===== src/rtl/spi_master_param.sv =====
// Parametrised full-duplex SPI master with a single slave select.
// Supports CPOL/CPHA modes, selectable bit order and an integer SCLK divider.
module spi_master_param #(
  parameter int DATA_W    = 16,
  parameter int CLK_DIV   = 4,
  parameter bit CPOL      = 1'b0,
  parameter bit CPHA      = 1'b0,
  parameter bit MSB_FIRST = 1'b1,
  localparam int CNT_W    = $clog2(DATA_W + 1)
) (
  input  logic              clk,
  input  logic              reset,
  input  logic              start,
  input  logic [DATA_W-1:0] datain,
  input  logic              spi_miso,
  output logic              spi_cs_l,
  output logic              spi_sclk,
  output logic              spi_data,
  output logic [DATA_W-1:0] dataout,
  output logic              busy,
  output logic              done,
  output logic [CNT_W-1:0]  counter
);

  localparam int DIV_W  = (CLK_DIV > 1) ? $clog2(CLK_DIV) : 1;
  localparam int EDGE_W = $clog2(2 * DATA_W + 1);

  typedef enum logic [2:0] {IDLE, LEAD, XFER, LAG, DONE} state_e;

  state_e              state_q, state_d;
  logic [DIV_W-1:0]    div_q, div_d;
  logic [EDGE_W-1:0]   edge_q, edge_d;
  logic [DATA_W-1:0]   tx_q, tx_d;
  logic [DATA_W-1:0]   rx_q, rx_d;
  logic                sclk_q, sclk_d;
  logic                mosi_q, mosi_d;
  logic                cs_l_q, cs_l_d;
  logic                busy_q, busy_d;
  logic                done_q, done_d;
  logic [DATA_W-1:0]   dataout_q, dataout_d;
  logic [CNT_W-1:0]    counter_q, counter_d;

  logic                tick;
  logic [EDGE_W-1:0]   edge_n;
  logic                leading;

  assign tick    = (div_q == DIV_W'(CLK_DIV - 1));
  assign edge_n  = edge_q + EDGE_W'(1);
  assign leading = edge_n[0];

  // NOTE: every *_d gets a default before the case so no path leaves it unassigned (no latches).
  always_comb begin
    state_d   = state_q;
    div_d     = '0;
    edge_d    = edge_q;
    tx_d      = tx_q;
    rx_d      = rx_q;
    sclk_d    = sclk_q;
    mosi_d    = mosi_q;
    cs_l_d    = cs_l_q;
    busy_d    = busy_q;
    done_d    = 1'b0;
    dataout_d = dataout_q;
    counter_d = counter_q;

    unique case (state_q)
      IDLE: begin
        if (start) begin
          tx_d      = datain;
          mosi_d    = MSB_FIRST ? datain[DATA_W-1] : datain[0];
          counter_d = '0;
          edge_d    = '0;
          busy_d    = 1'b1;
          cs_l_d    = 1'b0;
          state_d   = LEAD;
        end
      end
      LEAD: begin
        if (tick) state_d = XFER;
        else      div_d   = div_q + DIV_W'(1);
      end
      XFER: begin
        if (tick) begin
          sclk_d = ~sclk_q;
          edge_d = edge_n;
          // Sample on leading edges in mode CPHA=0, trailing edges in CPHA=1.
          if (leading ^ CPHA) begin
            rx_d      = MSB_FIRST ? {rx_q[DATA_W-2:0], spi_miso} : {spi_miso, rx_q[DATA_W-1:1]};
            counter_d = counter_q + CNT_W'(1);
          end else if ((!CPHA && edge_n <= EDGE_W'(2 * DATA_W - 2)) ||
                       (CPHA && edge_n >= EDGE_W'(3))) begin
            tx_d   = MSB_FIRST ? (tx_q << 1) : (tx_q >> 1);
            mosi_d = MSB_FIRST ? tx_q[DATA_W-2] : tx_q[1];
          end
          if (edge_n == EDGE_W'(2 * DATA_W)) state_d = LAG;
        end else begin
          div_d = div_q + DIV_W'(1);
        end
      end
      LAG: begin
        if (tick) begin
          state_d   = DONE;
          busy_d    = 1'b0;
          cs_l_d    = 1'b1;
          mosi_d    = 1'b0;
          done_d    = 1'b1;
          dataout_d = rx_q;
        end else begin
          div_d = div_q + DIV_W'(1);
        end
      end
      DONE: state_d = IDLE;
      default: state_d = IDLE;
    endcase
  end

  // NOTE: sequential state uses non-blocking assignments only; reset also clears the data registers.
  always_ff @(posedge clk) begin
    if (reset) begin
      state_q   <= IDLE;
      div_q     <= '0;
      edge_q    <= '0;
      tx_q      <= '0;
      rx_q      <= '0;
      sclk_q    <= CPOL;
      mosi_q    <= 1'b0;
      cs_l_q    <= 1'b1;
      busy_q    <= 1'b0;
      done_q    <= 1'b0;
      dataout_q <= '0;
      counter_q <= '0;
    end else begin
      state_q   <= state_d;
      div_q     <= div_d;
      edge_q    <= edge_d;
      tx_q      <= tx_d;
      rx_q      <= rx_d;
      sclk_q    <= sclk_d;
      mosi_q    <= mosi_d;
      cs_l_q    <= cs_l_d;
      busy_q    <= busy_d;
      done_q    <= done_d;
      dataout_q <= dataout_d;
      counter_q <= counter_d;
    end
  end

  assign spi_cs_l = cs_l_q;
  assign spi_sclk = sclk_q;
  assign spi_data = mosi_q;
  assign dataout  = dataout_q;
  assign busy     = busy_q;
  assign done     = done_q;
  assign counter  = counter_q;

endmodule


===== config.mk =====
export PLATFORM = sky130hd
export DESIGN_NAME = spi_master_param
export DESIGN_NICKNAME = d
export VERILOG_FILES = /design/src/rtl/spi_master_param.sv
export SDC_FILE = /design/constraint.sdc
export NUM_CORES = 1
export LEC_CHECK = 0
export ABC_AREA = 1
export CELL_PAD_IN_SITES_DETAIL_PLACEMENT = 1
export CELL_PAD_IN_SITES_GLOBAL_PLACEMENT = 1
export CORE_ASPECT_RATIO = 0.5
export CORE_MARGIN = 10
export CORE_UTILIZATION = 35
export DETAILED_ROUTE_END_ITERATION = 12
export PLACE_DENSITY = 0.8
export SYNTH_ARGS = -nofsm -noshare
export SYNTH_HDL_FRONTEND = slang
export SYNTH_SLANG_ARGS = --single-unit

===== constraint.sdc =====
create_clock -name clk -period 4.6 [get_ports clk]
set_clock_uncertainty 0.15 [all_clocks]
set_input_delay 0.69 -clock clk [delete_from_list [all_inputs] [get_ports clk]]
set_output_delay 0.69 -clock clk [all_outputs]
set_load 0.05 [all_outputs]

# After elaboration in Yosys (flattened, before gate mapping)
# Index checks and enable logic that the tools add are counted.
# W data, S select, Z words.
# totals
ff_bits	68
word_cells	78
latch_bits	0
ram_bits	0
romBits	0
inputBits	20
out_inout_bits	26
mem_count	0
# op_classes
n_shift	0
reduce_logical	16
multipliers	0
eq_ne	13
n_addsub	3
div	0
muxes	30
magnitude_cmp	1
n_bitwise	3
# ops
op	count
$mux W15	4
$pmux W15 S2	1
$ne A2 B2 Y1 const B	8
$mux W3	5
$mux W5	3
$mux W6	2
$pmux W3 S4	1
$pmux W6 S2	1
$pmux W5 S2	1
$reduce_and A5 Y1	2
$mux W1	9
$reduce_and A3 Y1	3
$add A6 B1 Y6 const B	1
$eq A3 B2 Y1 const B	2
$eq A6 B6 Y1 const B	1
$le A6 B5 Y1 const B	1
$reduce_and A6 Y1	1
$reduce_or A3 Y1	2
$add A5 B1 Y5 const B	1
$pmux W1 S2	2
$reduce_and A2 Y1	2
$reduce_and A4 Y1	1
$reduce_bool A2 Y1	2
$eq A3 B1 Y1 const B	1
other kinds (7)	9

# Depth between registers and ports, before layout
# Gate-level depths: netlist of run 1.
# depth
word_depth	6
depth_mapped	12
ltp_nobuf	11

# Worst setup path before layout of run 1
# Ideal clock, no wire load.
# synth_timing
path_type	input -> register
from	input start
to	register tx_q[10]
required_time_ns	4.337
arrival_time_ns	1.532
path_stages	8
path_buffers	2
slack_ns	2.805
setup_ns	0.113
path_cell_list	nand3b_1 nand2_1 nor2_2 nand4_2 buf_6 buf_6 nor2_1 nor2_1
# synth_between
elab_chain_len	2
# synth_rtl
element	line_no	source
start, declared	13	input logic start,
$ne A2 B2 Y1 (no line)	n/a	
$reduce_and A5 Y1 (no line)	n/a	
end signal, assigned	136	tx_q <= tx_d;
end, declared	33	logic [DATA_W-1:0] tx_q, tx_d;
# Every way passes these cells.
# A chain may end at the register's enable or synchronous reset.

# Worst setup path after layout of run 1
# layout_timing
from	input reset
to	register div_q[1]
# layout_between
elab_chain_len	1
# layout_rtl
element	line_no	source
start, declared	12	input logic reset,
$reduce_or A3 Y1 (no line)	n/a	
end signal, assigned	134	div_q <= div_d;
end, declared	31	logic [DIV_W-1:0] div_q, div_d;
# Every way passes these cells.

==> impl_metrics.ini, run 1 <==
[outcome]
status = completed

[grt]
grt_pass1_vias = 2823
grtUsageTotal_pct = 12.7
grt_pass1_wl_um = 13400
grt_remaining_overflow = 0
antenna_found_initial = 0
grt_start_max_net_pins = 38

[critical_path]
critPathCaptureType = flop
arrival_ns = 2.78
startpoint_type = primary input
worstPathRequired_ns = 4.67
cp_max_fo = 36
cp_cell_sequence = clkdlybuf4s50_1, buf_4, clkinv_1, o2111ai_1, nor2_1
cpMaxStageDelayCell = clkinv_1
cpPeakStageDelay_ns = 0.86
critPathKind = primary input to flop

[cts]
cts_hold_buf = 0
cts-buffers-inserted = 9
ctsResizeCount = 0
htreeDepth = 3
clkTransAtPathRegs_ns = 0.06
cts.root.buffer_cell = clkbuf_16
postCtsSetupBuffers = 0
cts_max_path_buffers = 2
clk_latency_ns = 0.33
cts.sinks = 68
cts_tree = yes

[logic_synthesis]
synth_area_leaders = dfxtp_1, nand2_1, nor2_1
synth_enable_flop_cells = 0
syn_nets = 450
ys_warn_count = 0
yosys_most_used_dff = dfxtp_1
async_flop_share_pct = 0
syn_inst = 426
synth_top_area_share_pct = 45.7
synth.avg_cell_area_um2 = 6.99
ys_ff_latch = 68
synthTopCellsByCount = nand2_1, nor2_1, dfxtp_1
synth_top_cell_by_area = dfxtp_1
synth_area_mm2 = 0.00298
synth.distinct_cells = 27
seq_area_frac_synth_pct = 45.7
yosysMostFrequentCell = nand2_1

[sta]
rsz0062_at_grt = false
finalWorstSetupSlack_ns = 1.89
fmax_mhz = 369
max-slew-margin-rel_pct = 35.1
tightest_slew_ns = 0.967
hold_violations = 0
drv_slew = 0
tns_ns = 0
setup_viol = 0
min_period_ns = 2.71
whs_ns = 0.282
period_share_pct = 58.9

[place]
portBuffers = 45
dp_hpwl_um = 5160
dp_slack_ns = 1.49
gp_congestion = 0.821

[route]
drt_pre_antenna_iters = 4
finalWirelength_um = 7670
drt_iter0_markers = 108
vias_per_cell = 4.69
num_vias = 2737
wl_per_cell_um = 13.1
remaining_drc_errors = 0
ant_nets = 0

[power]
powerDensity_mw_per_mm2 = 531
ir_worst_vdd_v = 0.000230
p_leak_nw = 1.63

[floorplan]
rows = 23
io_pins = 46
initial_core_util_pct = 36.6
dieArea_mm2 = 0.0128
core_mm2 = 0.00814
die_w_um = 150
die_h_um = 85.2

[job]
drv_cap = 0

[cells_and_area]
syn_to_final_growth_pct = 28.1
num-fill-cells = 1052
diodes = 0
nets = 491
seqCellArea_mm2 = 0.00136
multi_input_area_mm2 = 0.00137
final_layout_size_suffix_gt1_share_pct = 7.42

[min_path]
hold_path_class = flop to flop
[worst paths after layout]
check	from	end	slack, ns	depth (start not counted)
worst max-delay path	reset	div_q[1]	1.89	5
worst min-delay path	div_q[0]	div_q[0]	0.28	1
worst max register to register	edge_q[0]	tx_q[2]	2.12	10
worst min register to register	div_q[0]	div_q[0]	0.28	1
[per-layer routing]
metal  wire [µm]  vias to the layer above  track usage [%]  share of wire (%)
li1            -                     1423                -                  -
met1        3600                     1268             14.4                 47
met2        3560                       35             20.7                 46
met3         395                       11             5.40                5.1
met4         123                        0             5.35                1.6
met5           0                        -                0                  0
[report_power, final]
group          total (mW)  switching (mW)  internal [mW]
Combinational       0.550           0.375          0.174
Sequential          0.725          0.0409          0.684
Clock               0.750           0.261          0.489
[worst max-delay path: cells and delay by family]
family | cells | cell delay (ns)
AO/OA/AOI/OAI | 1 | 0.37
AND/OR/NAND/NOR | 1 | 0.07
buffers and inverters | 3 | 1.63
[metrics by stage]
step / total power [mW] / std cells / utilization (%) / area, µm²
after floorplan: 1.18 / 426 / - / 2980
after global placement: 1.28 / 568 / 42.8 / 3490
after detailed placement: 1.29 / 568 / 42.8 / 3490
after CTS: 2.06 / 584 / 46.8 / 3810
after global routing: 2.17 / 584 / 46.8 / 3810
final: 2.02 / 584 / 46.8 / 3810
[cells by family (layout without fill, tap and decap cells)]
family / count (synthesis) / count (layout) / synth area share, %
compound gates: 67 / 67 / 11.8
xor+xnor: 4 / 4 / 1.18
fa+ha+maj: 4 / 4 / 1.68
buf+inv: 56 / 102 / 8.19
flops: 68 / 68 / 45.7
simple gates: 227 / 227 / 31.5
[area by class of cell]
type,instances,share of cell area (%)
Tap cell,112,3.67
Inverter,39,3.90
Multi-Input combinational cell,302,36.0
Sequential cell,68,35.7
Clock buffer,10,6.27
Timing Repair Buffer,47,12.2
Clock inverter,6,2.26
[state kept, by name (all words and copies together) (netlist names)]
name,flops
dataout,16
rx_q,16
tx_q,15
edge_q,6
counter,5
state_q,3
div_q,2
busy,1
done,1
spi_cs_l,1
spi_data,1
spi_sclk,1
[layout by cell type (no fill, tap or decap), drive strengths merged, types with 2 or more instances in the layout]
cell | synthesis | final
ha | 4 | 4
clkdlybuf4s50 | 0 | 45
xor2 | 4 | 4
clkinv | 1 | 3
bufinv | 0 | 2
clkbuf | 11 | 10
dfxtp | 68 | 68
nand4 | 6 | 6
nand2 | 121 | 121
buf | 6 | 2
nor2 | 82 | 82
nand3 | 16 | 16
inv | 38 | 39
a21oi | 32 | 32
o21ai | 34 | 34
No activity file was read; power rests on OpenSTA's default activity.
==> run 2: changes to the inputs <==
--- a/config.mk
+++ b/config.mk
@@ -10,9 +10,9 @@
 export CELL_PAD_IN_SITES_GLOBAL_PLACEMENT = 1
 export CORE_ASPECT_RATIO = 0.5
 export CORE_MARGIN = 10
-export CORE_UTILIZATION = 35
+export CORE_UTILIZATION = 34
 export DETAILED_ROUTE_END_ITERATION = 12
-export PLACE_DENSITY = 0.8
+export PLACE_DENSITY = 0.82
 export SYNTH_ARGS = -nofsm -noshare
 export SYNTH_HDL_FRONTEND = slang
 export SYNTH_SLANG_ARGS = --single-unit
==> constraint.sdc (replaced) <==
create_clock -name clk -period 2.4 [get_ports clk]
set_clock_uncertainty 0.15 [all_clocks]
set_input_delay 0.36 -clock clk [delete_from_list [all_inputs] [get_ports clk]]
set_output_delay 0.36 -clock clk [all_outputs]
set_load 0.05 [all_outputs]
==> run 2 against run 1 <==
Sequential share of layout area decreased by 0.26 points. Clock power increased by 65%. Critical path depth decreased by 4. Via count increased by 0.47%. Routed wire length increased by 1.4%. Total power increased by 85%. Design area increased by 0.72%. Clock-buffer cell count increased by 3. Non-clock buffer count increased by 7. Sequential power increased by 93%. First-iteration DRC count increased by 4.6%. Largest cell class unchanged. Largest power group is now sequential cells.
==> impl_metrics.ini, run 2 (synthesized netlist as in run 1, its figures left out) <==
[cts]
clkTransAtPathRegs_ns = 0.06
cts_hold_buf = 0
htreeDepth = 3
cts.root.buffer_cell = clkbuf_16
cts.sinks = 68
clk_latency_ns = 0.33
cts_tree = yes
cts-buffers-inserted = 9
postCtsSetupBuffers = 0
cts_max_path_buffers = 2
ctsResizeCount = 0

[route]
drt_pre_antenna_iters = 4
vias_per_cell = 4.61
finalWirelength_um = 7780
wl_per_cell_um = 13.1
ant_nets = 0
remaining_drc_errors = 0
drt_iter0_markers = 113
num_vias = 2750

[sta]
rsz0062_at_grt = false
tns_ns = 0
hold_violations = 0
drv_slew = 0
period_share_pct = 87.3
min_period_ns = 2.10
setup_viol = 0
tightest_slew_ns = 0.537
max-slew-margin-rel_pct = 64.1
fmax_mhz = 477

[grt]
grtUsageTotal_pct = 12.3
grt_start_max_net_pins = 37
grt_pass1_vias = 2835
antenna_found_initial = 0
grt_pass1_wl_um = 13500
grt_remaining_overflow = 0

[cells_and_area]
num-fill-cells = 1088
final_core_util_pct = 44.6
final_layout_size_suffix_gt1_share_pct = 8.35
syn_to_final_growth_pct = 29.0
nets = 498
most-common-layout-cells = nand2_1, nor2_1, dfxtp_1
mostFrequentLayoutCell = nand2_1
diodes = 0

[min_path]
hold_path_class = flop to flop

[floorplan]
dieArea_mm2 = 0.0131
io_pins = 46
initial_core_util_pct = 34.6
core_mm2 = 0.00862
die_h_um = 86.2
die_w_um = 152
rows = 24

[critical_path]
critPathCaptureType = output port
critPathKind = flop to output port
crit_family = buffers and inverters
cp_cell_sequence = clkdlybuf4s50_1
cp_max_fo = 5
cpMaxStageDelayCell = clkdlybuf4s50_1
worstPathRequired_ns = 1.89
cpPeakStageDelay_ns = 0.84
worstPathBufferInverterCount = 1
startpoint_type = flop
arrival_ns = 1.59

[power]
ir_worst_vdd_v = 0.000389
p_leak_nw = 1.65
powerDensity_mw_per_mm2 = 973

[place]
dp_hpwl_um = 5230
gp_congestion = 0.782
portBuffers = 45

[outcome]
status = completed

[job]
drv_cap = 0
run 2: cell types whose count changed in the layout (fill, tap and decap cells not counted):
| cell | delta |
|---|---|
| buf_12 | +1 |
| buf_4 | +6 |
| bufinv_16 | -2 |
| clkbuf_1 | +2 |
| clkbuf_8 | +1 |
| clkinv_2 | -1 |
| clkinv_4 | +1 |
| inv_6 | -1 |
run 2: per-stage QoR:
stage                     total power [mW]  hold WS [ns]  setup WS [ns]  area [µm²]  std cells
after floorplan                       2.26         0.249          0.607        2980        426
after global placement                2.50         0.267          0.392        3560        580
after detailed placement              2.53         0.276          0.351        3560        580
after CTS                             3.81         0.295          0.286        3840        596
after global routing                  4.04         0.298          0.246        3840        596
final                                 3.74         0.289          0.304        3840        596
run 2: worst paths after layout:
check / from / endpoint / slack, ns / cells past startpoint
setup / recovery: counter[2] / counter[2] / 0.30 / 1
setup reg to reg: edge_q[0] / tx_q[2] / 0.45 / 11
hold / removal: div_q[0] / div_q[0] / 0.29 / 1
hold reg to reg: div_q[0] / div_q[0] / 0.29 / 1
run 2: layout make-up:
type                            count  area (µm²)  share of cell area, %
Multi-Input combinational cell    302        1370                   35.7
Sequential cell                    68        1360                   35.4
Timing Repair Buffer               54         531                   13.8
Clock buffer                       13         260                   6.78
Inverter                           39         149                   3.88
Tap cell                          117         146                   3.81
Clock inverter                      3        21.3                  0.554
run 2: where the power goes:
group          internal (mW)  switching, mW  leakage, nW  total (mW)
clock                  0.756          0.480        0.136        1.24
combinational          0.378          0.728        0.964        1.11
sequential              1.31         0.0838        0.553        1.40
total                   2.45           1.29         1.65        3.74
run 2: routing by layer:
| metal | share of wire [%] | global-route usage (%) |
|---|---|---|
| met3 | 4.0 | 4.25 |
| met1 | 46 | 13.7 |
| met4 | 0.98 | 3.91 |
| met5 | 0 | 0 |
| met2 | 49 | 22.1 |
==> run 3: changes to the inputs <==
--- a/config.mk
+++ b/config.mk
@@ -8,7 +8,7 @@
 export ABC_AREA = 1
 export CELL_PAD_IN_SITES_DETAIL_PLACEMENT = 1
 export CELL_PAD_IN_SITES_GLOBAL_PLACEMENT = 1
-export CORE_ASPECT_RATIO = 0.5
+export CORE_ASPECT_RATIO = 1.75
 export CORE_MARGIN = 10
 export CORE_UTILIZATION = 34
 export DETAILED_ROUTE_END_ITERATION = 12
==> run 3 against run 2 <==
First-iteration DRC count shrank 6.2%. Worst hold slack got worse by 0.0073 ns. Die area fell by 0.61%. Core utilization increased by 0.14 points. Register-to-register slack barely moved. Design area rose by 0.26%. Critical path type unchanged. Largest cell class unchanged. Highest routed layer unchanged.
==> impl_metrics.ini, run 3 (synthesized netlist as in run 1, its figures left out) <==
[outcome]
status = completed

[critical_path]
critPathCaptureType = output port
cp_max_fo = 5
arrival_ns = 1.60
crit_family = buffers and inverters
cpMaxStageDelayCell = clkdlybuf4s50_1
startpoint_type = flop
startpoint = counter[0]
worstPathRequired_ns = 1.89
worstPathBufferInverterCount = 1
cp_cell_sequence = clkdlybuf4s50_1
crit-reg2reg-launch = edge_q[0]
r2r_slack_ns = 0.44
critPathKind = flop to output port
cpPeakStageDelay_ns = 0.84

[power]
ir_worst_vdd_v = 0.000452
pwr-share-comb_pct = 28.9
p_clk_share_pct = 35.3
intPower_mw = 2.62
powerDensity_mw_per_mm2 = 1010
seqPwrFrac_pct = 35.8
total_power_mw = 3.90
switching_power_mw = 1.28
p_leak_nw = 1.65
p_sw_share_pct = 32.8

[cells_and_area]
final_area_mm2 = 0.00385
diodes = 0
num-fill-cells = 1092
final_layout_size_suffix_gt1_share_pct = 7.58
nets = 496
instances_no_fill = 592
seqCellArea_mm2 = 0.00136
final_core_util_pct = 44.7
mostFrequentLayoutCell = nand2_1
most-common-layout-cells = nand2_1, nor2_1, dfxtp_1
multi_input_area_mm2 = 0.00137
syn_to_final_growth_pct = 29.3

[cts]
cts.root.buffer_cell = clkbuf_16
clkTransAtPathRegs_ns = 0.05
postCtsSetupBuffers = 0
ctsResizeCount = 0
cts_tree = yes
cts_max_path_buffers = 2
cts_hold_buf = 0
cts-buffers-inserted = 9
htreeDepth = 3
cts.sinks = 68
clk_latency_ns = 0.33

[floorplan]
initial_core_util_pct = 34.6
rows = 45
io_pins = 46
die_h_um = 144
core_mm2 = 0.00861
dieArea_mm2 = 0.0130
die_w_um = 90.7

[route]
finalWirelength_um = 8140
num_vias = 2827
wl_per_cell_um = 13.7
ant_nets = 0
vias_per_cell = 4.78
drt_pre_antenna_iters = 4
remaining_drc_errors = 0
drt_iter0_markers = 106

[grt]
grtUsageTotal_pct = 13.4
antenna_found_initial = 0
grt_pass1_vias = 3025
grt_remaining_overflow = 0
grt_start_max_net_pins = 37
grt_pass1_wl_um = 14200

[job]
drv_cap = 0

[place]
place_area_mm2 = 0.00354
portBuffers = 45
dp.cells = 578
dp_hpwl_um = 5810
gp_congestion = 0.814

[sta]
max-slew-margin-rel_pct = 65.5
fmax_mhz = 475
tightest_slew_ns = 0.517
min_period_ns = 2.11
period_share_pct = 87.8
hold_violations = 0
setup_viol = 0
tns_ns = 0
rsz0062_at_grt = false
drv_slew = 0

[min_path]
hold_path_class = flop to flop
min_from = div_q[0]
[run 3: final timing paths]
check | endpoint | depth (start not counted)
min | div_q[0] | 1
max | counter[0] | 1
max reg2reg | tx_q[9] | 12
min reg2reg | div_q[0] | 1
[run 3: power groups by stage]
stage	Combinational, mW	Clock [mW]	Sequential (mW)
6_report	1.13	1.37	1.39
5_1_grt	1.30	1.46	1.42
4_1_cts	1.15	1.41	1.40
3_5_place_dp	1.14	0	1.42
3_3_place_gp	1.08	0	1.41
2_1_floorplan	0.769	0	1.49
[run 3: routing by layer]
layer / wire length, µm / part of all wire (%) / vias up / track usage [%]
li1: - / - / 1429 / -
met1: 3180 / 39 / 1339 / 13.2
met2: 4480 / 55 / 45 / 25.2
met3: 299 / 3.7 / 14 / 3.86
met4: 179 / 2.2 / 0 / 5.72
met5: 0 / 0 / - / 0
[run 3: cell type report]
type	instances	area share (%)
Sequential cell	68	35.3
Timing Repair Buffer	52	13.4
Clock buffer	12	6.40
Multi-Input combinational cell	302	35.6
Tap cell	117	3.80
Inverter	39	3.87
Clock inverter	2	1.56
[run 3: through the flow]
step	hold WS [ns]	setup slack [ns]
6_report	0.282	0.293
5_1_grt	0.309	0.216
3_3_place_gp	0.258	0.398
3_5_place_dp	0.281	0.301
4_1_cts	0.289	0.271
2_1_floorplan	0.249	0.607
